[src/rtl/flux_sched_pkg.sv]
// Shared types for the tagged-flux round-robin scheduler: FSM state encoding
// and the tag-width helper used to size flux indices.
package flux_sched_pkg;

  typedef enum logic {
    IDLE  = 1'b0,
    SERVE = 1'b1
  } state_t;

  // Tag/index width; a single flux still needs one bit to carry an index.
  function automatic int tag_width(input int n);
    return (n > 1) ? $clog2(n) : 1;
  endfunction

endpackage

[src/rtl/rr_pick.sv]
// Wrap-around first-eligible search: returns the first set bit of eligible
// at or after start, wrapping past N-1 back to 0.
module rr_pick
  import flux_sched_pkg::*;
#(
  parameter int N = 2,
  localparam int TW = tag_width(N)
) (
  input  logic [N-1:0]  eligible,
  input  logic [TW-1:0] start,
  output logic          hit,
  output logic [TW-1:0] index
);

  logic [TW-1:0] cand_idx [N];
  logic [N-1:0]  cand_ok;

  // Candidate gi is (start + gi) mod N; start < N so one subtraction suffices.
  for (genvar gi = 0; gi < N; gi++) begin : g_cand
    logic [TW:0] raw;
    assign raw          = {1'b0, start} + (TW+1)'(gi);
    assign cand_idx[gi] = (raw >= (TW+1)'(N)) ? TW'(raw - (TW+1)'(N)) : TW'(raw);
    assign cand_ok[gi]  = eligible[cand_idx[gi]];
  end

  always_comb begin
    hit   = 1'b0;
    index = '0;
    for (int k = N - 1; k >= 0; k--) begin
      if (cand_ok[k]) begin
        hit   = 1'b1;
        index = cand_idx[k];
      end
    end
  end

endmodule

[src/rtl/flux_rr_scheduler.sv]
// Round-robin actor scheduler for FLUX tagged fluxes with a per-owner quantum.
// Optional statistics counters are enabled by defining FLUX_SCHED_STATS_EN.
module flux_rr_scheduler
  import flux_sched_pkg::*;
#(
  parameter int FLUX       = 2,
  parameter int DATA_WIDTH = 16,
  parameter int QUANTUM    = 4,
  localparam int TW = tag_width(FLUX),
  localparam int CW = $clog2(QUANTUM + 1)
) (
  input  logic                       clk,
  input  logic                       rst_n,
  input  logic [FLUX-1:0]            empty,
  output logic [FLUX-1:0]            read,
  input  logic [TW+DATA_WIDTH-1:0]   dout,
  input  logic [FLUX-1:0]            full,
  output logic                       write,
  output logic [TW+DATA_WIDTH-1:0]   din,
  output logic [TW-1:0]              grant_tag,
  output logic                       busy
`ifdef FLUX_SCHED_STATS_EN
  ,
  output logic [FLUX-1:0][31:0]      tok_cnt,
  output logic [31:0]                stall_cnt
`endif
);

  state_t        state_reg, state_next;
  logic [TW-1:0] ptr_reg, ptr_next;
  logic [TW-1:0] owner_reg, owner_next;
  logic [CW-1:0] cnt_reg, cnt_next;

  logic [FLUX-1:0] eligible;
  logic            keep;
  logic [TW-1:0]   owner_inc;
  logic [TW-1:0]   pick_start;
  logic            pick_hit;
  logic [TW-1:0]   pick_idx;
  logic            xfer;
  logic            xfer_go;
  logic [TW-1:0]   xfer_tag;
  logic            unused_dout_tag;

  assign eligible  = ~empty & ~full;
  assign keep      = (state_reg == SERVE) && eligible[owner_reg] && (cnt_reg < CW'(QUANTUM));
  assign owner_inc = (owner_reg == TW'(FLUX - 1)) ? '0 : owner_reg + TW'(1);
  // Re-arbitration starts just past the owner so the owner is tested last.
  assign pick_start = (state_reg == SERVE) ? owner_inc : ptr_reg;

  rr_pick #(.N(FLUX)) u_pick (
    .eligible (eligible),
    .start    (pick_start),
    .hit      (pick_hit),
    .index    (pick_idx)
  );

  always_comb begin
    state_next = state_reg;
    ptr_next   = ptr_reg;
    owner_next = owner_reg;
    cnt_next   = cnt_reg;
    xfer       = 1'b0;
    xfer_tag   = owner_reg;
    if (keep) begin
      xfer     = 1'b1;
      cnt_next = cnt_reg + CW'(1);
    end else begin
      if (state_reg == SERVE) begin
        ptr_next = owner_inc;
      end
      if (pick_hit) begin
        xfer       = 1'b1;
        xfer_tag   = pick_idx;
        owner_next = pick_idx;
        cnt_next   = CW'(1);
        state_next = SERVE;
      end else begin
        state_next = IDLE;
        cnt_next   = '0;
      end
    end
  end

  // The transfer strobes are gated by rst_n so nothing moves while in reset.
  assign xfer_go = xfer & rst_n;
  assign write   = xfer_go;
  assign din     = {xfer_tag, dout[DATA_WIDTH-1:0]};
  assign unused_dout_tag = ^dout[TW+DATA_WIDTH-1:DATA_WIDTH];

  for (genvar gi = 0; gi < FLUX; gi++) begin : g_read
    assign read[gi] = xfer_go && (xfer_tag == TW'(gi));
  end

  always_ff @(posedge clk or negedge rst_n) begin
    if (!rst_n) begin
      state_reg <= IDLE;
      ptr_reg   <= '0;
      owner_reg <= '0;
      cnt_reg   <= '0;
      grant_tag <= '0;
      busy      <= 1'b0;
    end else begin
      state_reg <= state_next;
      ptr_reg   <= ptr_next;
      owner_reg <= owner_next;
      cnt_reg   <= cnt_next;
      grant_tag <= owner_next;
      busy      <= (state_next == SERVE);
    end
  end

`ifdef FLUX_SCHED_STATS_EN
  logic any_data;
  assign any_data = |(~empty);

  always_ff @(posedge clk or negedge rst_n) begin
    if (!rst_n) begin
      tok_cnt   <= '0;
      stall_cnt <= '0;
    end else begin
      for (int i = 0; i < FLUX; i++) begin
        if (xfer && (xfer_tag == TW'(i))) begin
          tok_cnt[i] <= tok_cnt[i] + 32'd1;
        end
      end
      if (!xfer && any_data) begin
        stall_cnt <= stall_cnt + 32'd1;
      end
    end
  end
`endif

endmodule

[config.mk]
export PLATFORM = sky130hd
export DESIGN_NAME = flux_rr_scheduler
export DESIGN_NICKNAME = d
export VERILOG_FILES = /design/src/rtl/flux_sched_pkg.sv /design/src/rtl/rr_pick.sv /design/src/rtl/flux_rr_scheduler.sv
export SDC_FILE = /design/constraint.sdc
export NUM_CORES = 1
export LEC_CHECK = 0
export CORE_MARGIN = 1.5
export CORE_UTILIZATION = 28
export DETAILED_ROUTE_END_ITERATION = 7
export PLACE_DENSITY = 0.76
export SLEW_MARGIN = 5
export SYNTH_ARGS = -nofsm -noshare
export SYNTH_HDL_FRONTEND = slang
export SYNTH_SLANG_ARGS = --single-unit
[constraint.sdc]
create_clock -name clk -period 2.1 [get_ports clk]
set_input_delay 0.315 -clock clk [delete_from_list [all_inputs] [get_ports clk]]
set_output_delay 0.315 -clock clk [all_outputs]
set_load 0.01 [all_outputs]
==> flow_metrics.env, run 1 <==
export IMPL_wl_met2_um=385
export IMPL_ios=45
export IMPL_setup_viol=0
export IMPL_finalMaxSlewViolations=0
export IMPL_multi_input_area_um2=179
export IMPL_ys_warn_count=0
export IMPL_tns_ns=0
export IMPL_area_delta_synth_final_pct=19.3
export IMPL_cts_buffers_inserted=3
export IMPL_drtAntennaViolNets=0
export IMPL_critPathLaunchType="primary input"
export IMPL_gr_usage_all_layers_pct=10.2
export IMPL_path_clk_slew_ns=0.05
export IMPL_worst_pin_slew_ns=0.369
export IMPL_regArea_um2=150
export IMPL_clockBufferDepth=2
export IMPL_placed_area_um2=502
export IMPL_fin_crit_sh_pct=97.7
export IMPL_grt_pass1_wl_um=1390
export IMPL_fin_cells=73
export IMPL_final_common_cell="buf_4"
export IMPL_chipWidth_um=43.3
export IMPL_rr_worst_depth=4
export IMPL_antenna_found_initial=0
export IMPL_largest_reg_flops=3
export IMPL_cap_viol_max_count=0
export IMPL_root_buffer="clkbuf_4"
export IMPL_dp_cells=67
export IMPL_layout_nets=83
export IMPL_die_h_um=43.3
export IMPL_skew_ns=0.00478
export IMPL_ys_ff_latch=6
export IMPL_outcome="complete, no violations"
export IMPL_port_buffers=11
export IMPL_drc=0
export IMPL_peakVddDrop_uv=305
export IMPL_yosysTopAreaCell="dfrtp_1"
export IMPL_final_cell_mix="9 x buf_4, 8 x clkdlybuf4s50_1, 6 x dfrtp_1"
export IMPL_grt_ovfl_total=0
export IMPL_hold_worst_slack_ns=0.292
export IMPL_first_pass_iters=3
export IMPL_dr_wl_met3_um=100
export IMPL_start_util_pct=30.1
export IMPL_crit_path_cell_trace="clkdlybuf4s50_1 -> buf_4 -> o22ai_2 -> and2_1 -> clkdlybuf4s50_1"
export IMPL_crit_cells=5
export IMPL_min_period_ns=2.05
export IMPL_cts_sinks=6
export IMPL_synth_cell_area_um2=454
export IMPL_stdcell_area_um2=542
export IMPL_yosys_top_cells_area="dfrtp_1 33%, buf_4 28%, and2_1 4.1%"
export IMPL_ctsHoldBuffers=0
export IMPL_vias=343
export IMPL_via_per_inst=4.70
export IMPL_cp_common_cell="clkdlybuf4s50_1"
export IMPL_p_leak_uw=0.000251
export IMPL_cts_tree="done"
export IMPL_power_uw=343
export IMPL_dieArea_mm2=0.00187
export IMPL_grt_max_degree=7
export IMPL_rsz0062_at_grt="true"
export IMPL_crit_path_top_delay_cell="clkdlybuf4s50_1"
export IMPL_dp_hpwl_um=666
export IMPL_syn_area_per_cell_um2=8.91
export IMPL_final_hold_viol_count=0
export IMPL_cp_max_fo=5
export IMPL_slew_headroom_pct=75.3
export IMPL_synth_top_area_share_pct=33.1
export IMPL_routed_wl_um=882
export IMPL_rows=14
export IMPL_end_kind="output pin"
export IMPL_wire_per_inst_um=12.1
export IMPL_syn_nets=75
export IMPL_hp_class="primary input to asynchronous set/reset pin"
export IMPL_clk_latency_ns=0.25
export IMPL_syn_inst=51
export IMPL_drive_above_1_share_pct=29.8
export IMPL_core_area_mm2=0.00151
export IMPL_yosysSeqAreaShare_pct=33.1
export IMPL_crit_buf_inv=3
export IMPL_cp_required_ns=1.78
export IMPL_arrival_ns=1.74
export IMPL_path_delay_family="buffers and inverters"
export IMPL_powerDensity_mw_per_mm2=633
export IMPL_htree_levels=1
export IMPL_gp_congestion=0.844
export IMPL_grt_pass1_vias=327
export IMPL_antenna_cells=0
export IMPL_crit_type="primary input to output pin"
export IMPL_drt_iter0_markers=3
export IMPL_routed_top_layer="met4"
export IMPL_critPathMaxStageDelay_ns=0.53
export IMPL_max_freq_ghz=0.487
export IMPL_nFillCells=161
export IMPL_wl_met1_um=377
export IMPL_synth_cell_types=21
[per-stage QoR]
step           utilization [%]  setup slack [ns]
2_1_floorplan                -             0.474
3_3_place_gp              33.3            -0.108
3_5_place_dp              33.3            -0.110
4_1_cts                   36.5            0.0319
5_1_grt                   36.0           -0.0179
6_report                  36.0            0.0485
[final timing paths]
kind / from / to / slack [ns]
min: rst_n / state_reg$_DFFE_PN0N_ / 0.29
max in group asynchronous: rst_n / cnt_reg[2]$_DFF_PN0_ / 1.47
max: full[1] / write / 0.05
min in group clk: ptr_reg$_DFFE_PN0N_ / ptr_reg$_DFFE_PN0N_ / 0.56
max reg2reg: owner_reg$_DFF_PN0_ / cnt_reg[0]$_DFF_PN0_ / 0.71
min reg2reg: ptr_reg$_DFFE_PN0N_ / ptr_reg$_DFFE_PN0N_ / 0.56
[area by class of cell]
class | instances | area share, %
Sequential cell | 6 | 27.7
Multi-Input combinational cell | 27 | 33.0
Timing Repair Buffer | 20 | 30.7
Inverter | 1 | 0.693
Clock buffer | 3 | 4.16
Tap cell | 16 | 3.70
[metal layers]
metal / vias to the layer above / GRT usage [%]
li1: 170 / -
met1: 154 / 13.7
met2: 15 / 12.8
met3: 4 / 3.40
met4: 0 / 8.48
met5: - / 0
[power breakdown]
group / leakage [uW] / internal [uW] / switching [uW]
registers: 0.0000759 / 128 / 8.48
logic: 0.000161 / 55.3 / 43.4
clock network: 0.0000138 / 64.8 / 43.3
total: 0.000251 / 248 / 95.2
[repair_timing]
action,in CTS,in global routing
resized for setup,4,4
hold endpoints to repair,0,0
setup endpoints to repair,4,2
setup buffers,3,0
pin swaps,2,1
[logic make-up (layout without fill, tap and decap cells)]
group / count (synthesis) / count (layout) / share of synthesized area, %
compound gates: 9 / 9 / 14.6
flops: 6 / 6 / 33.1
buf+inv: 18 / 24 / 28.9
fa+ha+maj: 1 / 1 / 2.75
xor+xnor: 1 / 1 / 1.93
simple gates: 16 / 16 / 18.7
[synthesized netlist by cell type (all sizes together)]
master / n
nor2: 5
o21a: 1
buf: 17
ha: 1
nand2: 2
a211oi: 1
xnor2: 1
o22ai: 1
and2: 3
o31ai: 1
or3: 2
a21oi: 3
inv: 1
nor2b: 1
a2111oi: 1
dfrtp: 6
o21bai: 1
or3b: 1
nand2b: 1
nor3: 1
Note: power is estimated with default switching activity, not from simulation.
==> run 2: changes to the inputs <==
--- a/config.mk
+++ b/config.mk
@@ -9,6 +9,7 @@
 export CORE_UTILIZATION = 28
 export DETAILED_ROUTE_END_ITERATION = 7
 export PLACE_DENSITY = 0.76
+export REMOVE_ABC_BUFFERS = 1
 export SLEW_MARGIN = 5
 export SYNTH_ARGS = -nofsm -noshare
 export SYNTH_HDL_FRONTEND = slang
==> run 2 against run 1 <==
Register-to-register slack is essentially flat; clock skew grew 0.0022 ns; cell count shrank 1.4%; power grew 3.2%; hold slack gained 0.13 ns; non-clock buffer count shrank 1; global-route usage grew 4.5 points; first-iteration DRC count grew to 3.7 times the previous value; clock power is essentially flat; wire length grew 36%; setup slack gained 0.052 ns; fmax grew 2.6%; critical endpoint is now din[16]; largest cell class unchanged.
==> flow_metrics.env, run 2 (synthesis gave the netlist of run 1 again) <==
export IMPL_tns_ns=0
export IMPL_slew_headroom_pct=77.1
export IMPL_grt_max_degree=7
export IMPL_drtAntennaViolNets=0
export IMPL_dieArea_mm2=0.00187
export IMPL_crit_buf_inv=2
export IMPL_via_per_inst=5.29
export IMPL_wire_per_inst_um=16.7
export IMPL_dp_hpwl_um=886
export IMPL_final_core_util_pct=37.0
export IMPL_finalMaxSlewViolations=0
export IMPL_chipWidth_um=43.3
export IMPL_gp_congestion=0.737
export IMPL_crit_path_cell_trace="xnor2_1 -> a2111oi_2 -> buf_4 -> o21bai_4 -> clkdlybuf4s15_1"
export IMPL_path_delay_family="compound AO/OA/AOI/OAI gates"
export IMPL_peakVddDrop_uv=280
export IMPL_critPathMaxStageDelay_ns=0.39
export IMPL_outcome="complete, no violations"
export IMPL_min_period_ns=2.00
export IMPL_rows=14
export IMPL_grt_pass1_wl_um=1880
export IMPL_cp_max_fo=2
export IMPL_cap_viol_max_count=0
export IMPL_root_buffer="clkbuf_4"
export IMPL_ctsHoldBuffers=0
export IMPL_largest_reg_flops=3
export IMPL_skew_ns=0.00694
export IMPL_final_common_cell="buf_4"
export IMPL_vias=381
export IMPL_cts_sinks=6
export IMPL_cts_tree="done"
export IMPL_rr_worst_depth=4
export IMPL_core_area_mm2=0.00151
export IMPL_start_util_pct=30.1
export IMPL_gr_usage_all_layers_pct=14.7
export IMPL_hp_class="primary input to asynchronous set/reset pin"
export IMPL_worst_pin_slew_ns=0.342
export IMPL_layout_nets=82
export IMPL_drive_above_1_share_pct=28.6
export IMPL_crit_type="flip-flop to output pin"
export IMPL_clk_latency_ns=0.25
export IMPL_htree_levels=1
export IMPL_cp_required_ns=1.78
export IMPL_end_kind="output pin"
export IMPL_cts_buffers_inserted=3
export IMPL_powerDensity_mw_per_mm2=634
export IMPL_ios=45
export IMPL_setup_viol=0
export IMPL_antenna_found_initial=0
export IMPL_power_uw=354
export IMPL_drt_iter0_markers=11
export IMPL_arrival_ns=1.68
export IMPL_grt_ovfl_total=0
export IMPL_port_buffers=11
export IMPL_crit_path_top_delay_cell="dfrtp_1"
export IMPL_antenna_cells=0
export IMPL_max_freq_ghz=0.500
export IMPL_drc=0
export IMPL_crit_cells=5
export IMPL_final_hold_viol_count=0
export IMPL_path_clk_slew_ns=0.05
export IMPL_p_leak_uw=0.000265
export IMPL_routed_wl_um=1200
export IMPL_fin_crit_sh_pct=95.2
export IMPL_die_h_um=43.3
export IMPL_clockBufferDepth=2
export IMPL_hold_worst_slack_ns=0.426
export IMPL_area_delta_synth_final_pct=22.9
export IMPL_critPathLaunchType="flip-flop"
export IMPL_rsz0062_at_grt="false"
export IMPL_grt_pass1_vias=375
export IMPL_final_cell_mix="8 x buf_4, 7 x clkdlybuf4s50_1, 5 x nor2_1, 5 x dfrtp_1"
export IMPL_first_pass_iters=5
run 2: cell type report:
| type | instances | area (um^2) |
|---|---|---|
| Inverter | 1 | 3.75 |
| Sequential cell | 6 | 151 |
| Fill cell | 156 | 948 |
| Timing Repair Buffer | 19 | 170 |
| Multi-Input combinational cell | 27 | 190 |
| Clock buffer | 3 | 22.5 |
| Tap cell | 16 | 20.0 |
run 2: path summary, 6_finish.rpt:
path,slack [ns],to,startpoint
min reg2reg,0.55,ptr_reg$_DFFE_PN0N_,ptr_reg$_DFFE_PN0N_
min,0.43,ptr_reg$_DFFE_PN0N_,rst_n
max in group asynchronous,1.54,state_reg$_DFFE_PN0N_,rst_n
max,0.10,din[16],cnt_reg[2]$_DFF_PN0_
max reg2reg,0.71,cnt_reg[0]$_DFF_PN0_,owner_reg$_DFF_PN0_
min in group clk,0.55,ptr_reg$_DFFE_PN0N_,ptr_reg$_DFFE_PN0N_
run 2: through the flow:
step	std cells	instance area [um^2]	setup WS [ns]
floorplan	34	327	0.561
global placement	65	487	-0.0971
detailed placement	65	487	-0.153
CTS	71	546	0.0322
global route	72	558	0.0200
finish	72	558	0.101
run 2: power breakdown:
part / switching [uW] / total, uW / leakage (uW) / internal [uW]
combinational: 44.9 / 105 / 0.000177 / 60.2
sequential: 10.4 / 139 / 0.0000748 / 128
clock: 45.5 / 110 / 0.0000138 / 64.9
total: 101 / 354 / 0.000265 / 253
run 2: timing repair:
item	in CTS	in global routing
endpoints found under the setup margin	4	3
cloned	0	0
buffers inserted	3	1
resized for setup	6	3
pin swaps	2	0
run 2: metal layers:
metal | up-vias | track usage [%] | part of all wire, %
met5 | - | 0 | 0
met4 | 0 | 7.27 | 1.6
met3 | 4 | 13.6 | 17
met2 | 33 | 17.0 | 38
met1 | 178 | 17.8 | 43
li1 | 166 | - | -
==> run 3: changes to the inputs <==
==> constraint.sdc (replaced) <==
create_clock -name clk -period 2.1 [get_ports clk]
set_input_delay 0.315 -clock clk [delete_from_list [all_inputs] [get_ports clk]]
set_output_delay 0.315 -clock clk [all_outputs]
set_load 0.1 [all_outputs]
==> run 3 against run 2 <==
Clock power hardly changed; fmax grew 3.1%; utilization is 0.33 points lower; count of clock-buffer cells in the layout unchanged; critical path depth down 1; non-clock buffer count down 5; via count is 8.4% lower; cell count fell by 6.9%; hold slack better by 0.0019 ns; first-iteration DRC count down 45%.
==> flow_metrics.env, run 3 (synthesis gave the netlist of run 1 again) <==
export IMPL_final_core_util_pct=36.7
export IMPL_htree_levels=1
export IMPL_crit_path_top_delay_cell="dfrtp_1"
export IMPL_area_delta_synth_final_pct=21.8
export IMPL_dieArea_mm2=0.00187
export IMPL_port_buffers=11
export IMPL_p_leak_uw=0.000238
export IMPL_fin_crit_sh_pct=92.3
export IMPL_chipWidth_um=43.3
export IMPL_rsz0062_at_grt="false"
export IMPL_grt_pass1_wl_um=1730
export IMPL_setup_viol=0
export IMPL_ctsHoldBuffers=0
export IMPL_start_util_pct=30.1
export IMPL_pwr_share_seq_pct=32.4
export IMPL_cap_viol_max_count=0
export IMPL_dp_hpwl_um=852
export IMPL_max_freq_ghz=0.516
export IMPL_drtAntennaViolNets=0
export IMPL_post_place_ws_ns=0.164
export IMPL_layout_nets=77
export IMPL_final_cell_mix="6 x dfrtp_1, 5 x nor2_1, 5 x clkdlybuf4s50_1, 5 x buf_4, 4 x buf_12"
export IMPL_grt_max_degree=7
export IMPL_powerDensity_mw_per_mm2=787
export IMPL_core_area_mm2=0.00151
export IMPL_hold_worst_slack_ns=0.428
export IMPL_cp_required_ns=1.78
export IMPL_routed_wl_um=1120
export IMPL_via_per_inst=5.21
export IMPL_cts_tree="done"
export IMPL_die_h_um=43.3
export IMPL_final_hold_viol_count=0
export IMPL_cp_startpoint="owner_reg$_DFF_PN0_"
export IMPL_first_pass_iters=4
export IMPL_largest_reg_flops=3
export IMPL_final_common_cell="dfrtp_1"
export IMPL_cp_max_fo=6
export IMPL_antenna_found_initial=0
export IMPL_combPwrFrac_pct=42.5
export IMPL_cts_buffers_inserted=3
export IMPL_gp_congestion=0.777
export IMPL_worst_pin_slew_ns=0.289
export IMPL_clockBufferDepth=2
export IMPL_clk_latency_ns=0.25
export IMPL_arrival_ns=1.62
export IMPL_crit_path_cell_trace="xnor2_1 -> a2111oi_4 -> o21bai_2 -> buf_12"
export IMPL_post_cts_setup_buffers=0
export IMPL_finalMaxSlewViolations=0
export IMPL_drc=0
export IMPL_drive_above_1_share_pct=29.4
export IMPL_tns_ns=0
export IMPL_critPathLaunchType="flip-flop"
export IMPL_setup_ws_ns=0.161
export IMPL_path_clk_slew_ns=0.05
export IMPL_gr_usage_all_layers_pct=14.0
export IMPL_cts_sinks=6
export IMPL_power_frac_clock_pct=25.1
export IMPL_outcome="complete, no violations"
export IMPL_skew_ns=0.00155
export IMPL_end_kind="output pin"
export IMPL_critPathMaxStageDelay_ns=0.43
export IMPL_sw_frac_of_total_pct=41.1
export IMPL_hp_class="primary input to asynchronous set/reset pin"
export IMPL_r2r_start="owner_reg$_DFF_PN0_"
export IMPL_antenna_cells=0
export IMPL_p_int_uw=257
export IMPL_grt_pass1_vias=356
export IMPL_vias=349
export IMPL_netSwitchingPower_uw=179
export IMPL_grt_ovfl_total=0
export IMPL_rows=14
export IMPL_peakVddDrop_uv=337
export IMPL_wire_per_inst_um=16.8
export IMPL_slew_headroom_pct=80.7
export IMPL_min_period_ns=1.94
export IMPL_crit_type="flip-flop to output pin"
export IMPL_root_buffer="clkbuf_4"
export IMPL_drt_iter0_markers=6
export IMPL_ios=45
## run 3: cell count changes in the layout (fill, tap and decap cells not counted), moves of 2 or more
cell,delta
dlygate4sd2_1,-2
buf_4,-3
buf_12,+4
clkdlybuf4s50_1,-2
## run 3: power by group through the flow
stage          combinational, uW  clock [uW]  sequential [uW]
2_1_floorplan               81.7           0              173
3_3_place_gp                 178           0              141
3_5_place_dp                 179           0              142
4_1_cts                      181         114              140
5_1_grt                      194         122              144
6_report                     185         109              141
## run 3: critical path, delay by kind of cell, from the launching register on
family | cells | cell delay (ns)
buffers and inverters | 1 | 0.21
AO/OA/AOI/OAI | 2 | 0.55
XOR/XNOR | 1 | 0.18
flip-flops | 1 | 0.43
## run 3: stage by stage
stage	area, um^2	power [uW]	instances
2_1_floorplan	327	255	34
3_3_place_gp	514	319	64
3_5_place_dp	514	321	64
4_1_cts	541	435	67
5_1_grt	553	460	67
6_report	553	435	67
## run 3: area by class of cell
cell class	instances	area [um^2]
Sequential cell	6	150
Timing Repair Buffer	14	168
Multi-Input combinational cell	27	189
Inverter	1	3.75
Tap cell	16	20.0
Fill cell	153	953
Clock buffer	3	22.5
## run 3: path summary, 6_finish.rpt
path	to	slack [ns]	cells past startpoint
max	din[16]	0.16	4
min in group clk	ptr_reg$_DFFE_PN0N_	0.55	2
max reg2reg	cnt_reg[0]$_DFF_PN0_	0.79	3
max in group asynchronous	cnt_reg[0]$_DFF_PN0_	1.56	2
min	cnt_reg[2]$_DFF_PN0_	0.43	2
min reg2reg	ptr_reg$_DFFE_PN0N_	0.55	2
## run 3: routing by layer
metal	global-route usage, %	routed length, um	vias to the layer above
li1	-	-	155
met3	14.5	185	4
met2	14.9	446	31
met4	12.7	38	0
met5	10.0	0	-
met1	13.6	453	159
## run 3: timing repair
action	CTS	global route
setup endpoints to repair	1	2
pin swaps	0	1
resized for setup	1	1
